$ cat src/rtl/systolic_pkg.sv
// rtl/systolic_pkg.sv - shared constants and types for the systolic array datapath
package systolic_pkg;

  localparam int ARRAY_DIM = 16;
  localparam int ACC_W     = 32;

  typedef logic signed [ACC_W-1:0] acc_word_t;

  typedef enum logic {
    IDLE  = 1'b0,
    DRAIN = 1'b1
  } drain_state_t;

endpackage

$ cat src/rtl/drain_shadow_buf.sv
// rtl/drain_shadow_buf.sv - parallel-load shadow register file with indexed read
module drain_shadow_buf
  import systolic_pkg::*;
#(
  parameter int N_ROWS = ARRAY_DIM,
  parameter int DATA_W = ACC_W,
  parameter int IDX_W  = $clog2(N_ROWS)
) (
  input  logic                     clk,
  input  logic                     nRST,
  input  logic                     load,
  input  logic [N_ROWS*DATA_W-1:0] load_data,
  input  logic [IDX_W-1:0]         rd_idx,
  output logic [DATA_W-1:0]        rd_data
);

  logic [DATA_W-1:0] mem [N_ROWS];

  // Snapshot the whole column in one edge so the accumulators can be cleared at once
  always_ff @(posedge clk) begin
    if (!nRST) begin
      for (int r = 0; r < N_ROWS; r++) begin
        mem[r] <= '0;
      end
    end else if (load) begin
      for (int r = 0; r < N_ROWS; r++) begin
        mem[r] <= load_data[r*DATA_W +: DATA_W];
      end
    end
  end

  assign rd_data = mem[rd_idx];

endmodule

$ cat src/rtl/acc_drain_serializer.sv
// rtl/acc_drain_serializer.sv - column accumulator drain: snapshot, clear, stream one row per beat
module acc_drain_serializer
  import systolic_pkg::*;
#(
  parameter int N_ROWS = ARRAY_DIM,
  parameter int DATA_W = ACC_W,
  parameter int IDX_W  = $clog2(N_ROWS)
) (
  input  logic                     clk,
  input  logic                     nRST,
  input  logic                     tile_done,
  input  logic [N_ROWS*DATA_W-1:0] acc_sum,
  output logic                     acc_clear,
  output logic                     done_ready,
  output logic                     out_valid,
  input  logic                     out_ready,
  output logic [DATA_W-1:0]        out_data,
  output logic [IDX_W-1:0]         out_idx,
  output logic                     out_last,
  output logic                     overrun,
  output logic [15:0]              tiles_drained
);

  drain_state_t     state_q, state_d;
  logic [IDX_W-1:0] idx_q, idx_d;
  logic [DATA_W-1:0] shadow_rd;
  logic             at_last;
  logic             beat_fire;
  logic             last_fire;
  logic             accept;

  drain_shadow_buf #(
    .N_ROWS (N_ROWS),
    .DATA_W (DATA_W),
    .IDX_W  (IDX_W)
  ) u_shadow (
    .clk       (clk),
    .nRST      (nRST),
    .load      (accept),
    .load_data (acc_sum),
    .rd_idx    (idx_q),
    .rd_data   (shadow_rd)
  );

  assign at_last   = (idx_q == IDX_W'(N_ROWS - 1));
  assign out_valid = (state_q == DRAIN);
  assign out_idx   = out_valid ? idx_q : '0;
  assign out_data  = out_valid ? shadow_rd : '0;
  assign out_last  = out_valid & at_last;

  assign beat_fire = out_valid & out_ready;
  assign last_fire = beat_fire & out_last;

  // A new tile fits either when idle or in the very cycle the final beat leaves
  assign done_ready = (state_q == IDLE) | last_fire;
  assign accept     = tile_done & done_ready;
  assign acc_clear  = accept;

  // Next state and row index; a back-to-back accept restarts at row 0 with no bubble
  always_comb begin
    state_d = state_q;
    idx_d   = idx_q;
    if (accept) begin
      state_d = DRAIN;
      idx_d   = '0;
    end else if (last_fire) begin
      state_d = IDLE;
      idx_d   = '0;
    end else if (beat_fire) begin
      idx_d   = idx_q + IDX_W'(1);
    end
  end

  // State, index, sticky overrun flag and drained-tile counter
  always_ff @(posedge clk) begin
    if (!nRST) begin
      state_q       <= IDLE;
      idx_q         <= '0;
      overrun       <= 1'b0;
      tiles_drained <= 16'd0;
    end else begin
      state_q <= state_d;
      idx_q   <= idx_d;
      if (tile_done && !done_ready) begin
        overrun <= 1'b1;
      end
      if (last_fire) begin
        tiles_drained <= tiles_drained + 16'd1;
      end
    end
  end

endmodule

$ cat config.mk
export PLATFORM = sky130hd
export DESIGN_NAME = acc_drain_serializer
export DESIGN_NICKNAME = d
export VERILOG_FILES = /design/src/rtl/systolic_pkg.sv /design/src/rtl/drain_shadow_buf.sv /design/src/rtl/acc_drain_serializer.sv
export SDC_FILE = /design/constraint.sdc
export NUM_CORES = 1
export LEC_CHECK = 0
export CAP_MARGIN = 20
export CELL_PAD_IN_SITES_DETAIL_PLACEMENT = 0
export CELL_PAD_IN_SITES_GLOBAL_PLACEMENT = 1
export CORE_MARGIN = 2
export CORE_UTILIZATION = 38
export CTS_BUF_LIST = sky130_fd_sc_hd__clkbuf_8
export CTS_CLUSTER_DIAMETER = 120
export DETAILED_ROUTE_END_ITERATION = 8
export PLACE_DENSITY = 0.89
export SLEW_MARGIN = 10
export SYNTH_ARGS = -nofsm -noshare
export SYNTH_HDL_FRONTEND = slang
export SYNTH_HIERARCHICAL = 1
export SYNTH_SLANG_ARGS = --single-unit
$ cat constraint.sdc
create_clock -name clk -period 17.98 [get_ports clk]
set_clock_uncertainty 0.05 [all_clocks]
set_input_delay 3.596 -clock clk [delete_from_list [all_inputs] [get_ports clk]]
set_output_delay 3.596 -clock clk [all_outputs]
set_load 0.05 [all_outputs]
======== After elaboration in Yosys (flattened, before gate mapping) ========
Memory sizes are Yosys's and may differ from the RTL's. A register that Yosys moved wholly into a read port is not among the register bits.
Cells that the tools add are included.
operators by class
  add/sub/neg operators ................... 2
  eq/ne operators ......................... 1
  mux-type cells .......................... 26
  bitwise gates (word level) .............. 23
  reduce and logical (&&, ||, !) cells .... 4
operator list
  operator               count
  $mux 32                17
  $or 1x1->1             17
  $add 16x1->16 const B  1
  $mux 4                 3
  $mux 1                 6
  $add 4x1->4 const B    1
  $and 1x1->1            4
  $eq 4x4->1 const B     1
  $reduce_or 3->1        1
  $not 1->1              2
  $reduce_bool 2->1      1
  $logic_and 1x1->1      1
  $logic_not 1->1        1
word-level totals
  register bits after elaboration ......... 22
  memory bits (writable) .................. 512
  input port bits ......................... 516
  output and inout bits ................... 57
  word-level logic and storage cells ...... 61
  memories ................................ 1
memory list
  memory        depth  width  read ports  clocked after Yosys merged registers in  write ports  RTL line                source
  u_shadow.mem  16     32     1           1                                        16           drain_shadow_buf.sv:17  logic [DATA_W-1:0] mem [N_ROWS];

======== Depth between registers and ports, before layout ========
  depth in word-level cells ............... 9
  mapped depth ............................ 10
  depth with buffers taken out ............ 7

======== Hierarchy ========
Netlist, hierarchy kept.
by module, submodules not included
  module                instances  cells an instance  area an instance (um^2)  seq. area each (um^2)
  drain_shadow_buf      1          1389               22644.2                  15374.7
  acc_drain_serializer  1          156                1219.9                   440.4

======== Least setup slack after synthesis ========
OpenSTA, ideal clock, no wires.
  kind .................................... input -> register
  start ................................... in out_ready
  end ..................................... mem u_shadow/mem[0][0] in the netlist's numbering (enable)
  setup time .............................. 971 ps
  arrival time ............................ 17348 ps
  data required time ...................... 16959 ps
  path slack .............................. -389 ps
  stages on the path ...................... 6
  buffers on the path ..................... 2
  path through ............................ nand2_1 -> nand2_1 -> and2_1 -> clkbuf_1 -> clkbuf_1 -> nand2b_1
RTL lines
  element      RTL line                    source
  from (decl)  acc_drain_serializer.sv:16  input logic out_ready,
  to (decl)    drain_shadow_buf.sv:17

======== Final worst setup path ========
  start ................................... in out_ready
  end ..................................... out acc_clear
between the ends
  longest elaborated chain between the ends .. 4
ends and longest elaborated chain
  element      RTL line                    source
  $and 1x1->1  acc_drain_serializer.sv:51  assign beat_fire = out_valid & out_ready;
  $and 1x1->1  acc_drain_serializer.sv:52  assign last_fire = beat_fire & out_last;
  $or 1x1->1   acc_drain_serializer.sv:55  assign done_ready = (state_q == IDLE) | last_fire;
  $and 1x1->1  acc_drain_serializer.sv:56  assign accept = tile_done & done_ready;
  to (decl)    acc_drain_serializer.sv:13  output logic acc_clear,
No other way between the ends.

==> impl_results.md <==
* Outcome: complete, no violations
* Final TNS setup at 0 ns
* Routed WL at 68.7 mm
* Worst r2r path cells at 10
* Commonest non-fill, non-tap cell in the layout: clkdlybuf4s50_1
* R2R Path Start: idx_q[0]
* Synth async-reset ratio at 0%
* Total gr overflow at 0
* R2R Setup Slk at 11.72 ns
* WL met3 at 5.40 mm
* Syn Area/Cell at 15.4 sq um
* Critical Path End: acc_clear
* Die Ht at 255 um
* Fillers at 5117
* Primary FF master, synth: edfxtp_1
* Post-Syn Area at 0.0239 sq mm
* Die area at 0.0648 sq mm
* EDFF count, synth at 512
* Pin count of the biggest net entering global routing at 276
* Register bit total from synthesis at 534
* Final hold vios at 0
* Routed Antenna Nets at 0
* Final Setup Violations at 0
* CP arrival at 6.10 ns
* Fin nets at 2605
* IO Port Bufs at 572
* Register area share after synthesis at 66.3%
* CP endpoint kind: output pin
* # hold bufs at CTS at 0
* Clock Sinks at 534
* Headroom to the max-slew limit at 28.4%
* Final Wtd Congestion at 0.871
* Non-filler cells, final at 3008
* Worst skew pair latency at 0.65 ns
* Placement Rows at 91
* DRT met1 WL at 25.2 mm
* Synth warn at 6
* IO Pins at 573
* First-pass iteration count of the detailed router at 5
* Hpwl dp at 47.5 mm
* Crit-path max FO at 66
* Hold/Removal Path Class: reg -> reg
* PD cells at 87.4 mW/mm^2
* Post-CTS setup buffer count at 0
* Initial antenna violation count at 15
* Met2 Routed Length at 35.3 mm
* Type of origin of the critical path: input pin
* Clock transition at path regs at 0.06 ns
* Total Power at 2.79 mW
* Fin crit share at 54.2%
* CTS H-tree depth at 3
* Drt wl/cell at 22.9 um
* Syn-to-layout area delta at 33.9%
* Final core occ at 51.6%
* Die Wd at 255 um
* Syn Inst Count at 1545
* Clk root buf: clkbuf_8
* RSZ-0062 raised after global routing: no
* Via count at 15400
* Commonest cells after routing, fill and taps aside: 571 x clkdlybuf4s50_1, 512 x edfxtp_1, 322 x and3_1, 228 x and2_1, 128 x mux4_2
* VDD IR max at 0.0000595 V
* Max Cap Viol at 0
* Placed Cells at 2831
* First-pass GRT wire length at 98.0 mm
* Vias per inst at 5.13
* Hold_ws at 0.434 ns
* Starting Density at 38.5%
* Reg-to-Reg End: u_shadow/mem[1][2]
* Number of library cell types mapped by synthesis at 33
* Vias in the first global route at 16300
* Core Area at 0.0619 sq mm
* Initial drt markers at 1292
* Syn_nets at 2063
* Fin. max-slew vios at 0
* CTS tree: built
* Top routing layer used: met5
* Final min period at 9.74 ns
* Crit path kind: in -> out
* Worst path required time at 14.33 ns
* Layout cells sized above 1 at 12.5%
* Leak at 12.5 nW
* Least-Margin Pin Slew at 1.07 ns
* Remaining DRCs at 0
* Global Route Usage Sum at 20.6%
* CTS max path bufs at 3
* CTS resizes at 0
* Inserted Clock Buffers at 89
* FMAX at 103 MHz
* Crit. Startpoint: out_ready
## sequential cells by signal (all words and copies together), names as in the netlist
signal,cells
tiles_drained,16
out_valid,1
u_shadow/mem,512
overrun,1
idx_q,4
## critical path, stage by stage
cell and delay (ns):
clkdlybuf4s50_1 0.61, nand2_1 0.22, nand2_1 0.14, and2_4 0.59, clkdlybuf4s50_1 0.94
## how the worst min path moves through the flow
stage                   from       end  slack [ns]  depth (start not counted)
global placement     overrun   overrun        0.41                          2
CTS                  overrun   overrun        0.42                          2
global route         overrun   overrun        0.44                          2
floorplan           idx_q[1]  idx_q[1]        0.43                          2
finish               overrun   overrun        0.43                          2
detailed placement   overrun   overrun        0.41                          2
## where the power goes
group	internal, mW	total [mW]	switching (mW)
sequential	1.47	1.49	0.0243
clock	0.485	0.976	0.491
combinational	0.181	0.324	0.144
total	2.13	2.79	0.659
## through the flow
| stage | cell area (sq um) | setup WS [ns] |
|---|---|---|
| after floorplan | 23900 | 5.68 |
| after global placement | 30300 | 8.29 |
| after detailed placement | 30300 | 8.25 |
| after CTS | 31900 | 8.23 |
| after global routing | 31900 | 8.13 |
| final | 31900 | 8.24 |
## synthesized netlist by cell type, types with 3 or more instances
cell type | instances | share of area, %
a21oi_1 | 8 | 0.17
a22oi_1 | 64 | 2.0
and2_1 | 230 | 6.0
and3_1 | 322 | 8.4
buf_1 | 9 | 0.14
buf_2 | 8 | 0.17
buf_4 | 9 | 0.28
clkbuf_1 | 116 | 1.8
dfxtp_1 | 22 | 1.8
edfxtp_1 | 512 | 64
inv_1 | 5 | 0.079
mux4_2 | 128 | 12
nand2_1 | 43 | 0.68
nand2b_1 | 3 | 0.079
nand3_1 | 7 | 0.15
nand4_1 | 4 | 0.10
nor2_1 | 15 | 0.24
nor4_1 | 3 | 0.079
o21ai_0 | 5 | 0.10
or3_1 | 6 | 0.16
xnor2_1 | 8 | 0.29
xor2_1 | 3 | 0.11
## layout make-up
cell class | instances | area, sq um | area share, %
flip-flops and latches | 534 | 15800 | 49.5
multi-input cells | 864 | 7490 | 23.4
repair buffers | 593 | 5940 | 18.6
clock buffers | 90 | 1240 | 3.88
well taps | 837 | 1050 | 3.28
clock inverters | 74 | 360 | 1.13
diodes | 11 | 27.5 | 0.0862
inverters | 5 | 18.8 | 0.0588
## layer usage
metal  track usage, %  up-vias
met2             35.5      650
li1                 -     7091
met4             11.0       10
met3             5.39      128
met5                0        -
met1             23.5     7554
## cell families (layout without fill, tap and decap cells)
kind of cell | after synthesis | after routing | synth area share, %
DFF | 534 | 534 | 66.3
adders and majority gates | 2 | 2 | 0.105
other | 0 | 11 | 0
AOI/OAI and AO/OA | 82 | 82 | 2.44
xor gates and xnor gates | 11 | 11 | 0.404
muxes | 128 | 128 | 12.1
and+or+nand+nor | 641 | 641 | 16.2
buffers and inverters | 147 | 762 | 2.50
Note: power is estimated with default switching activity, not from simulation.
